$ cat config.mk
export PLATFORM = sky130hd
export DESIGN_NAME = pipeline_hazard_unit
export DESIGN_NICKNAME = d
export VERILOG_FILES = /design/src/rtl/pipeline_hazard_unit.sv
export SDC_FILE = /design/constraint.sdc
export NUM_CORES = 1
export LEC_CHECK = 0
export BUFFER_PORTS_ARGS = -buffer_cell sky130_fd_sc_hd__buf_2
export CAP_MARGIN = 0
export CELL_PAD_IN_SITES_DETAIL_PLACEMENT = 0
export CELL_PAD_IN_SITES_GLOBAL_PLACEMENT = 2
export CORE_AREA = 2 2 65 67
export DETAILED_ROUTE_END_ITERATION = 10
export DIE_AREA = 0 0 67 69
export PLACE_DENSITY = 0.81
export SYNTH_ARGS = -nofsm -noshare
export SYNTH_HDL_FRONTEND = slang
export SYNTH_SLANG_ARGS = --single-unit
export TNS_END_PERCENT = 20
$ cat constraint.sdc
create_clock -name clk -period 1.3 [get_ports clk]
set_input_delay 0.065 -clock clk [delete_from_list [all_inputs] [get_ports clk]]
set_output_delay 0.065 -clock clk [all_outputs]
set_load 0.02 [all_outputs]
$ cat src/rtl/pipeline_hazard_unit.sv
// Execute-stage hazard/forwarding controller: operand forwarding, load-use and
// PC-write stalls/flushes, and a fixed-latency SPU occupancy FSM that holds EX.
module pipeline_hazard_unit #(
  parameter int RA_W    = 4,
  parameter int SPU_LAT = 4,
  parameter int CNT_W   = 3
) (
  input  logic            clk,
  input  logic            reset,
  input  logic [RA_W-1:0] RA1D,
  input  logic [RA_W-1:0] RA2D,
  input  logic [RA_W-1:0] RA1E,
  input  logic [RA_W-1:0] RA2E,
  input  logic [RA_W-1:0] WA3E,
  input  logic [RA_W-1:0] WA3M,
  input  logic [RA_W-1:0] WA3W,
  input  logic            RegWriteM,
  input  logic            RegWriteW,
  input  logic            MemtoRegE,
  input  logic            PCSrcD,
  input  logic            PCSrcE,
  input  logic            BranchTakenE,
  input  logic            SPUStartE,
  output logic [1:0]      ForwardAE,
  output logic [1:0]      ForwardBE,
  output logic            StallF,
  output logic            StallD,
  output logic            StallE,
  output logic            FlushD,
  output logic            FlushE,
  output logic            FlushM,
  output logic            SPUBusy
);

  typedef enum logic {IDLE, BUSY} state_t;

  localparam logic [RA_W-1:0]  PC_REG   = RA_W'(15);
  localparam logic [CNT_W-1:0] CNT_INIT = CNT_W'(SPU_LAT - 2);
  localparam logic [CNT_W-1:0] CNT_LAST = CNT_W'(1);
  localparam bit               LONG_OP  = (SPU_LAT > 2);

  state_t           state_q, state_d;
  logic [CNT_W-1:0] cnt_q, cnt_d;
  logic             done_q, done_d;
  logic             pcsrc_m_q, pcsrc_m_d;
  logic             pcsrc_w_q, pcsrc_w_d;

  logic ld_stall;
  logic pc_wr_pend;
  logic spu_start;
  logic hold;

  // MEM result takes priority over WB; the PC register is never forwarded.
  function automatic logic [1:0] fwd_sel(input logic [RA_W-1:0] ra,
                                         input logic [RA_W-1:0] wa_m,
                                         input logic            we_m,
                                         input logic [RA_W-1:0] wa_w,
                                         input logic            we_w);
    logic [1:0] sel;
    sel = 2'b00;
    if (we_m && (ra == wa_m) && (ra != PC_REG))
      sel = 2'b10;
    else if (we_w && (ra == wa_w) && (ra != PC_REG))
      sel = 2'b01;
    return sel;
  endfunction

  assign ForwardAE = fwd_sel(RA1E, WA3M, RegWriteM, WA3W, RegWriteW);
  assign ForwardBE = fwd_sel(RA2E, WA3M, RegWriteM, WA3W, RegWriteW);

  assign ld_stall   = MemtoRegE & ((RA1D == WA3E) | (RA2D == WA3E));
  assign pc_wr_pend = PCSrcD | PCSrcE | pcsrc_m_q;

  // done_q blocks a restart in the final EX cycle of an op whose SPUStartE is
  // still high; reset gating makes the hold drop asynchronously with reset.
  assign spu_start = (state_q == IDLE) & SPUStartE & ~BranchTakenE &
                     ~pcsrc_m_q & ~pcsrc_w_q & ~done_q & reset;
  assign hold      = spu_start | (state_q == BUSY);

  assign StallF  = ld_stall | pc_wr_pend | hold;
  assign StallD  = ld_stall | hold;
  assign StallE  = hold;
  assign FlushM  = hold;
  assign FlushE  = (ld_stall | BranchTakenE) & ~hold;
  assign FlushD  = (pc_wr_pend | pcsrc_w_q | BranchTakenE) & ~hold;
  assign SPUBusy = (state_q == BUSY);

  always_comb begin
    state_d   = state_q;
    cnt_d     = cnt_q;
    done_d    = 1'b0;
    pcsrc_m_d = PCSrcE & ~StallE;
    pcsrc_w_d = pcsrc_m_q;
    case (state_q)
      IDLE: begin
        if (spu_start) begin
          if (LONG_OP) begin
            state_d = BUSY;
            cnt_d   = CNT_INIT;
          end else begin
            done_d  = 1'b1;
          end
        end
      end
      BUSY: begin
        if (cnt_q == CNT_LAST) begin
          state_d = IDLE;
          done_d  = 1'b1;
        end else begin
          cnt_d   = cnt_q - 1'b1;
        end
      end
      default: state_d = IDLE;
    endcase
  end

  always_ff @(posedge clk or negedge reset) begin
    if (!reset) begin
      state_q   <= IDLE;
      cnt_q     <= '0;
      done_q    <= 1'b0;
      pcsrc_m_q <= 1'b0;
      pcsrc_w_q <= 1'b0;
    end else begin
      state_q   <= state_d;
      cnt_q     <= cnt_d;
      done_q    <= done_d;
      pcsrc_m_q <= pcsrc_m_d;
      pcsrc_w_q <= pcsrc_w_d;
    end
  end

endmodule
Word level (Yosys, flattened, before mapping)
Index checks and enable logic that the tools add are counted.

word-level totals
  register bits = 7
  bits in latches = 0
  memory bits (writable) = 0
  ROM bits = 0
  input port bits = 37
  output and inout port bits = 11
  word-level logic and storage cells = 64
  memories = 0

cells by class
  add/subtract/negate cells = 1
  $mul = 0
  divide/modulo/power cells = 0
  magnitude comparators = 0
  eq/ne operators = 11
  shifts and indexed selects = 0
  multiplexer cells = 12
  bitwise logic cells = 26
  reduce and logical (&&, ||, !) cells = 9

operators by type and width
  cell                 number
  $eq 4x4->1           6
  $and 1x1->1          10
  $or 1x1->1           10
  $logic_and 1x1->1    8
  $ne 4x4->1 const B   2
  $mux 3               2
  $not 1->1            6
  $pmux 3 s2           1
  $mux 1               5
  $mux 2               2
  $ne 2x2->1 const B   2
  $pmux 1 s2           2
  $eq 3x1->1 const B   1
  $sub 3x1->3 const B  1
  $reduce_and 2->1     1

Longest topological paths before layout
  word-level depth = 10
  depth in mapped cells = 6
  gate-level depth less buffers = 6

Worst setup path before layout
Ideal clock, no wire load.

  path kind = register to output
  start = reg state_q, in the netlist SPUBusy
  end = out FlushD
  arrival time = 1.335 ns
  data required time = 1.235 ns
  path slack = -0.100 ns
  stages on the path, launching flop included = 4
  buffers on the path = 0
  path through = dfrtp_1 a41oi_2 inv_1 a21oi_1

on the way
  longest elaborated chain between the ends = 10

ends and longest elaborated chain
  item                       line  text
  from (decl)                42    state_t state_q, state_d;
  from (signal assigned)     125   state_q <= state_d;
  $not 1->1                  n/a
  $and 1x1->1 (3 in series)  76    assign spu_start = (state_q == IDLE) & SPUStartE & ~BranchTakenE &
  $and 1x1->1 (3 in series)  77    ~pcsrc_m_q & ~pcsrc_w_q & ~done_q & reset;
  $or 1x1->1 (*)             78    assign hold = spu_start | (state_q == BUSY);
  via FlushM                 31    output logic FlushM,
  $not 1->1 (*)              85    assign FlushD = (pc_wr_pend | pcsrc_w_q | BranchTakenE) & ~hold;
  $and 1x1->1 (*)            85
  to (decl)                  29    output logic FlushD,

Mark *: on every way through the listed nets, which the timed path passes. The rest lies on a longest branch.

Final worst setup path
  start = reg pcsrc_m_q
  end = out StallF

on the way
  longest elaborated chain between the ends = 7
  elaborated cells between the ends (all ways) = 9
  classes of those cells = bitwise: 9

ends and longest elaborated chain
  item                       line  text
  from (decl)                45    logic pcsrc_m_q, pcsrc_m_d;
  from (signal assigned)     128   pcsrc_m_q <= pcsrc_m_d;
  $not 1->1                  77
  $and 1x1->1                76
  $and 1x1->1 (3 in series)  77
  $or 1x1->1                 78
  $or 1x1->1 (*)             80    assign StallF = ld_stall | pc_wr_pend | hold;
  to (decl)                  26    output logic StallF,

Every way passes the cells marked *; elsewhere a longest branch is shown, timed or not.

==> run metrics <==
CTS sink cnt=7; ANT nets after route=0; syn avg cell area=8.03 um^2; period utilization=101%; DIE HEIGHT=about 70 um; number of global-route vias before repair=approximately 830; die extent in x=67 um; area of the core=between 3000 and 4000 um^2; overall routed net length=between 2000 and 2500 um; placed insts=roughly 180; CTS clock-pin slew for the worst setup and hold paths=0.04 ns; final setup margin=-0.0179 ns; RSZ-0062 raised after global routing=true; Worst Hold Class=in -> reg; GP Congestion=~0.63; row count=23; most frequent cells in the layout=41 x buf_2, 12 x xnor2_1, 12 x buf_4; insertion delay to the later sink of the worst-skew pair=between 0.2 and 0.25 ns; DIE AREA=4620 um^2; Synth Instances=81; CP Max Fanout=4; share of layout cells above drive strength 1=50.7%; status=finished, violations left; post-route cell area=between 1000 and 1500 um^2; PortBufs=47; Fin. Hold Viols=0; Area growth, synth to finish=70.6%; highest clock rate=approximately 0.76 GHz; violated checks=negative setup slack; Ant. Diodes=0; Final setup viols=3; Post-Syn Nets=120; DRC Markers=0; filler cell count=between 400 and 500; Overflow after GRT=0; crit end category=primary output; worst-margin pin slew=between 0.3 and 0.4 ns; GRT Total Usage=under 10%; Synth Cell Area=~650 um^2; total iterations of the first detailed-routing run=4; Area after DPL=between 900 and 1000 um^2; max-slew violation count=0; wire length per cell=roughly 11 um; vias per cell=roughly 4.3; DR iter-0 viols=20; H-tree Lvls=1; root buf cell=clkbuf_8; P per Cell Area=1570 nW/um^2; fin util=between 20% and 30%; CTS Buf Count=3; crit path launch type=flip-flop; library cells used by synthesis=23; Vias=between 800 and 900; sequential element share of the synthesized area=26.9%; antenna violations before repair=0; Max Clock Skew=between 0.0015 and 0.002 ns; nets@finish=between 150 and 200; most common cell after layout, fill and taps aside=buf_2; Seq cells post-synth=7; worst endpoint data arrival time=1.25 ns; CTS tree=built; Initial Util=16.6%; critical path class=reg -> out; largest net degree at the start of global routing=8; CTS Buffer Depth=2; non-filler cells, final=190; placed wire-length estimate=about 1700 um; first-pass GRT wire length=roughly 3400 um; Slew headroom=76.7%; Ys Warns=0; Pleak=0.528 nW; Max-Cap Viols=0; I/O pins=between 40 and 50; Peak supply drop=about 0.00082 V; min cycle time layout=~1.3 ns; worst path required time=~1.2 ns
-- cell type report --
class / count / area (um^2) / area share [%]
Inverter: 5 / 18.8 / 1.69
Clock buffer: 4 / 45.0 / 4.06
Tap cell: 50 / 62.6 / 5.64
Timing Repair Buffer: 56 / 328 / 29.5
Multi-Input combinational cell: 68 / 480 / 43.3
Sequential cell: 7 / 175 / 15.8
-- final timing paths --
| check | startpoint | endpoint | slack (ns) | depth (start not counted) |
|---|---|---|---|---|
| worst max-delay path | pcsrc_m_q | StallF | -0.02 | 5 |
| worst min-delay path | PCSrcE | pcsrc_m_q | 0.08 | 2 |
| worst max register to register | cnt_q[1] | cnt_q[1] | 0.04 | 6 |
| worst min register to register | pcsrc_m_q | pcsrc_w_q | 0.43 | 0 |
| max in group asynchronous | reset | done_q | 0.74 | 2 |
| min in group asynchronous | reset | cnt_q[0] | 0.31 | 2 |
-- state kept, by name, indices dropped and copies added, names as in the netlist --
register	flops
cnt_q	3
SPUBusy	1
pcsrc_m_q	1
pcsrc_w_q	1
done_q	1
-- power by group --
group	internal, W	switching, W
logic	0.000527	0.000542
registers	0.000306	0.0000557
clock network	0.000212	0.0000960
-- kinds of logic after synthesis --
logic type | after synthesis | share of synthesized area, %
compound gates | 13 | 12.5
simple gates | 33 | 25.8
xor+xnor | 20 | 26.9
buf+inv | 6 | 4.04
fa+ha+maj | 2 | 3.85
flops | 7 | 26.9
-- worst max-delay path: stages (launching register included) --
cell	delay (ns)
dfrtp_1	0.40
nor2_1	0.13
a41oi_2	0.14
buf_4	0.19
nand3_2	0.06
buf_6	0.12
-- cells in the mapped netlist --
cell type  instances  area share, %
ha_1               2            3.8
dfrtp_1            7             27
o21ai_1            1           0.77
a41oi_2            1            2.5
a31oi_1            2            1.9
nand3_1            6            4.6
or3b_2             1            1.3
nand2b_1           1           0.96
inv_1              5            2.9
nor4_1             2            1.9
a21oi_1            4            3.1
nor2_1             7            4.0
buf_4              1            1.2
and3_1             1           0.96
nand2_1            5            2.9
a22oi_1            1            1.2
xor2_1             8             11
nor3_1             3            2.3
or2_2              2            1.9
nand4_1            4            3.8
o21ai_0            4            3.1
and2_1             1           0.96
xnor2_1           12             16
-- metal layers --
layer  up-vias  share of wire [%]  routed length [um]  track usage (%)
li1        397                  -                   -                -
met1       360                 39                 818             10.2
met2        47                 49                1030             16.2
met3         4                 11                 236             2.61
met4         0                1.4                  29             4.76
met5         -                  0                   0                0
-- through the flow --
step | TNS [ns] | worst slack (ns) | total power, W | hold slack [ns]
2_1_floorplan | -0.200 | -0.100 | 0.000841 | -0.231
3_3_place_gp | 0 | 0.0130 | 0.00115 | -0.0806
3_5_place_dp | -0.0515 | -0.0515 | 0.00118 | -0.0750
4_1_cts | -0.0644 | -0.0278 | 0.00167 | 0.0750
5_1_grt | -0.417 | -0.0903 | 0.00188 | 0.0928
6_report | -0.0371 | -0.0179 | 0.00174 | 0.0813
-- what timing repair did --
action | CTS | global route
resized for setup | 14 | 7
pin swaps | 4 | 2
setup endpoints to repair | 7 | 8
hold endpoints to repair | 7 | 0
buffers inserted | 4 | 0
hold buffers | 1 | 0
No activity file was read; power rests on OpenSTA's default activity.
